<file path="src/rtl/poly_unload_ctrl_bram.sv">
// Polynomial BRAM unload controller: sweeps 52/64 words and streams them out through a credit-controlled FIFO.
// Define POLY_UNLOAD_BRAM_OREG_EN when the BRAM output register is enabled (read latency 2 instead of 1).
module poly_unload_ctrl_bram #(
  parameter int DATA_W = 64,
  parameter int ADDR_W = 6
) (
  input  logic              clk,
  input  logic              rst,
  input  logic              start,
  input  logic              pol_unload_coeff4x,
  output logic              bram_en,
  output logic [ADDR_W-1:0] bram_address_relative,
  input  logic [DATA_W-1:0] bram_dout,
  output logic [DATA_W-1:0] out_data,
  output logic              out_valid,
  input  logic              out_ready,
  output logic              busy,
  output logic              poly_unload_done
);

`ifdef POLY_UNLOAD_BRAM_OREG_EN
  localparam int LAT = 2;
`else
  localparam int LAT = 1;
`endif
  localparam int DEPTH = LAT + 1;
  localparam int PTR_W = $clog2(DEPTH);
  localparam int CNT_W = 4;

  typedef enum logic [1:0] {S_IDLE, S_READ, S_DRAIN, S_DONE} state_t;

  state_t            state, state_nxt;
  logic [ADDR_W-1:0] addr, last_addr;
  logic [LAT-1:0]    rd_pipe;
  logic [DATA_W-1:0] fifo_mem [DEPTH];
  logic [PTR_W-1:0]  rd_ptr, wr_ptr;
  logic [CNT_W-1:0]  fifo_count, inflight;
  logic              issue, capture, pop, accept_start;

  function automatic logic [PTR_W-1:0] ptr_inc(input logic [PTR_W-1:0] p);
    return (p == PTR_W'(DEPTH - 1)) ? '0 : p + 1'b1;
  endfunction

  always_comb begin
    inflight = '0;
    for (int i = 0; i < LAT; i++) inflight = inflight + CNT_W'(rd_pipe[i]);
  end

  assign capture      = rd_pipe[LAT-1];
  assign out_valid    = (fifo_count != '0);
  assign pop          = out_valid && out_ready;
  assign accept_start = start && (state == S_IDLE || state == S_DONE);
  // Credit: a slot freed by this cycle's pop may be reused by this cycle's read.
  assign issue        = (state == S_READ) &&
                        ((fifo_count + inflight) < (CNT_W'(DEPTH) + CNT_W'(pop)));

  // NOTE: next state gets its default before the case so no latch is inferred.
  always_comb begin
    state_nxt = state;
    case (state)
      S_IDLE:  if (start) state_nxt = S_READ;
      S_READ:  if (issue && addr == last_addr) state_nxt = S_DRAIN;
      S_DRAIN: if (inflight == '0 && fifo_count == CNT_W'(pop)) state_nxt = S_DONE;
      S_DONE:  if (start) state_nxt = S_READ;
      default: state_nxt = S_IDLE;
    endcase
  end

  always_ff @(posedge clk) begin
    if (rst) begin
      state      <= S_IDLE;
      addr       <= '0;
      last_addr  <= '0;
      rd_pipe    <= '0;
      rd_ptr     <= '0;
      wr_ptr     <= '0;
      fifo_count <= '0;
    end else begin
      state <= state_nxt;
      if (accept_start) begin
        addr      <= '0;
        last_addr <= pol_unload_coeff4x ? ADDR_W'(63) : ADDR_W'(51);
      end else if (issue && addr != last_addr) begin
        addr <= addr + 1'b1;
      end
      rd_pipe[0] <= issue;
      for (int i = 1; i < LAT; i++) rd_pipe[i] <= rd_pipe[i-1];
      if (capture) wr_ptr <= ptr_inc(wr_ptr);
      if (pop)     rd_ptr <= ptr_inc(rd_ptr);
      fifo_count <= fifo_count + CNT_W'(capture) - CNT_W'(pop);
    end
  end

  // NOTE: FIFO storage is not reset; out_data is masked while empty instead.
  always_ff @(posedge clk) begin
    if (capture) fifo_mem[wr_ptr] <= bram_dout;
  end

  assign bram_en               = issue;
  assign bram_address_relative = addr;
  assign out_data              = out_valid ? fifo_mem[rd_ptr] : '0;
  assign busy                  = (state == S_READ) || (state == S_DRAIN);
  assign poly_unload_done      = (state == S_DONE);

endmodule
</file>
<file path="config.mk">
export PLATFORM = sky130hd
export DESIGN_NAME = poly_unload_ctrl_bram
export DESIGN_NICKNAME = d
export VERILOG_FILES = /design/src/rtl/poly_unload_ctrl_bram.sv
export SDC_FILE = /design/constraint.sdc
export NUM_CORES = 1
export LEC_CHECK = 0
export ABC_AREA = 0
export CAP_MARGIN = 25
export CORE_ASPECT_RATIO = 1.4
export CORE_UTILIZATION = 45
export DETAILED_ROUTE_END_ITERATION = 16
export GPL_TIMING_DRIVEN = 0
export PLACE_DENSITY = 0.74
export SLEW_MARGIN = 10
export SYNTH_ARGS = -nofsm -noshare
export SYNTH_HDL_FRONTEND = slang
export SYNTH_SLANG_ARGS = --single-unit
</file>
<file path="constraint.sdc">
create_clock -name clk -period 8 [get_ports clk]
set_clock_uncertainty 0.05 [all_clocks]
set_input_delay 1.6 -clock clk [delete_from_list [all_inputs] [get_ports clk]]
set_output_delay 1.6 -clock clk [all_outputs]
set_load 0.1 [all_outputs]
</file>
==> results.sh <==
export IMPL_status="finished, violations left"
export IMPL_violations="DRC"
export IMPL_drt_iter0_drc=209
export IMPL_maxSlewHeadroom_pct=31.1
export IMPL_timing_fmax_mhz=157
export IMPL_worstPathBufferInverterCount=4
export IMPL_synth_fp_nets=464
export IMPL_rsz0062_at_grt="no"
export IMPL_clkSlewWorstSetupHoldPaths_ns=0.06
export IMPL_avgSynthCellArea_um2=15.0
export IMPL_cp_cell_sequence="clkdlybuf4s50_1 > and2_1 > ha_1 > inv_1 > ha_1 > nor4b_1 > nor2_1 > inv_1 > clkdlybuf4s50_1"
export IMPL_netlist_top_cells_area="edfxtp_1 67%, mux2i_1 11%, dfxtp_1 6.2%"
export IMPL_ant_nets=0
export IMPL_finalSetupTns_ns=0
export IMPL_drive_above_1_share_pct=6.95
export IMPL_clock_latency_ns=0.41
export IMPL_worst_setup_path_end_kind="output pin"
export IMPL_core_region_area_um2=12400
export IMPL_cap_violations=0
export IMPL_finalCritPeriodShare_pct=79.5
export IMPL_ys_ff_latch=146
export IMPL_gp_congestion=0.781
export IMPL_arrival_ns=4.71
export IMPL_drc=14
export IMPL_num_vias=3603
export IMPL_syn_inst=385
export IMPL_setup_viol=0
export IMPL_grt_overflow=0
export IMPL_io_buffers=142
export IMPL_hp_class="register to register"
export IMPL_grt_max_degree=44
export IMPL_fillCellCount=925
export IMPL_synth_area_um2=5780
export IMPL_antenna_cells=0
export IMPL_cts_resized=0
export IMPL_dieArea_um2=13300
export IMPL_synthFlopType="edfxtp_1"
export IMPL_crit_family="buffers and inverters"
export IMPL_wl_per_cell_um=16.7
export IMPL_yosysMostFrequentCell="edfxtp_1"
export IMPL_tritoncts="yes"
export IMPL_via_per_inst=5.07
export IMPL_path_max_fanout=4
export IMPL_worstSetupPathType="primary input to output pin"
export IMPL_min_period_ns=6.36
export IMPL_synth_cell_types=35
export IMPL_hold_viol_final=0
export IMPL_initial_core_util_pct=46.5
export IMPL_slew_viol_final=0
export IMPL_yosysSeqAreaShare_pct=72.8
export IMPL_fin_util_pct=64.3
export IMPL_first_pass_iters=11
export IMPL_grt_pass1_vias=3712
export IMPL_synth_top_cells_by_count="128 x edfxtp_1, 82 x nor2_1, 65 x mux2i_1"
export IMPL_cts_inserted_buffers=17
export IMPL_totalWireLength_um=11900
export IMPL_cts_root_buf="clkbuf_16"
export IMPL_synth_edff_count=128
export IMPL_cpPeakStageDelay_ns=1.13
export IMPL_clk_path_buf_depth=2
export IMPL_die_w_um=97.8
export IMPL_cts_sinks=146
export IMPL_synth_top_cell_by_area="edfxtp_1"
export IMPL_htree_levels=4
export IMPL_cts_hold_fix_buffers=0
export IMPL_cp_start_kind="primary input"
export IMPL_antenna_found_initial=0
export IMPL_cp_required_ns=6.35
export IMPL_async_reset_ff_share_pct=0
export IMPL_nNetsFinal=628
export IMPL_area_growth_pct=38.5
export IMPL_crit_slowest_cell="clkdlybuf4s50_1"
export IMPL_boundaryPins=143
export IMPL_yosysTopAreaCellShare_pct=66.5
export IMPL_row_count=48
export IMPL_grt_pass1_wl_um=18300
export IMPL_post_dp_hpwl_um=8090
export IMPL_cts_setup_buffers=0
export IMPL_die_h_um=136
export IMPL_worstMarginPinSlew_ns=1.03
export IMPL_ys_warn_count=0
export IMPL_grtUsageTotal_pct=18.4
cells by family after synthesis:
kind of cell / after synthesis / synth area share (%)
buf+inv: 26 / 1.69
flops: 146 / 72.8
xor+xnor: 7 / 1.06
mux: 66 / 11.5
simple gates: 109 / 7.95
fa+ha+maj: 10 / 2.17
compound gates: 21 / 2.90
stage by stage:
step / std cells / hold WS [ns] / instance area [um^2] / setup WS, ns
floorplan: 385 / 0.395 / 5780 / 2.96
global placement: 677 / 0.415 / 7390 / 1.68
detailed placement: 680 / 0.426 / 7460 / 1.65
CTS: 711 / 0.436 / 8000 / 1.63
global route: 711 / 0.460 / 8000 / 1.41
finish: 711 / 0.440 / 8000 / 1.64
placed cells by master, fill, tap and decap left out, types with 2 or more instances in the layout:
cell type and count:
o21ai_0 3, clkbuf_1 10, or3_1 5, clkdlybuf4s50_1 142
clkinv_2 4, xor2_1 4, buf_1 6, clkbuf_16 17
edfxtp_1 128, dfxtp_1 18, clkinvlp_4 5, buf_12 3
ha_1 10, nand3_1 5, clkinv_4 2, nor2_1 82
nand2_1 6, a21oi_1 6, xnor2_1 3, o31ai_1 3
inv_1 11, mux2i_1 65
sequential cells by signal, indices dropped and copies added, names as in the netlist, named ones only:
register,flops
fifo_count,4
wr_ptr,1
bram_address_relative,6
state,2
rd_ptr,1
capture,1
last_addr,2
fifo_mem,128
worst min-delay path: stages, from the launching register on:
cell and delay (ns):
dfxtp_1 0.33, nand2_1 0.06, a21oi_1 0.05
metal layers:
| metal | share of wire [%] | vias up | wire length, um | global-route usage, % |
|---|---|---|---|---|
| li1 | - | 1735 | - | - |
| met4 | 1.1 | 0 | 136 | 7.58 |
| met2 | 54 | 109 | 6450 | 32.7 |
| met5 | 0 | - | 0 | 0 |
| met3 | 4.8 | 8 | 574 | 5.76 |
| met1 | 40 | 1751 | 4700 | 20.3 |
layout make-up:
type	instances	area (um^2)	share of cell area (%)
Multi-Input combinational cell	213	1490	18.6
Clock buffer	18	429	5.37
Inverter	11	41.3	0.516
Clock inverter	13	114	1.42
Tap cell	150	188	2.35
Sequential cell	146	4200	52.6
Timing Repair Buffer	145	1480	18.5
Buffer	15	56.3	0.704
worst paths after layout:
kind	cells past startpoint	endpoint	from	slack, ns
setup / recovery	9	bram_en	out_ready	1.64
hold / removal	2	last_addr[3]$_SDFFE_PP0P_	last_addr[3]$_SDFFE_PP0P_	0.44
setup reg to reg	11	bram_address_relative[5]$_SDFFE_PP0P_	fifo_count[2]$_SDFF_PP0_	5.02
hold reg to reg	2	last_addr[3]$_SDFFE_PP0P_	last_addr[3]$_SDFFE_PP0P_	0.44
Power is left out: the tool's default activity adds up to more than one toggle a clock period on the data nets, which glitch-free logic cannot reach.
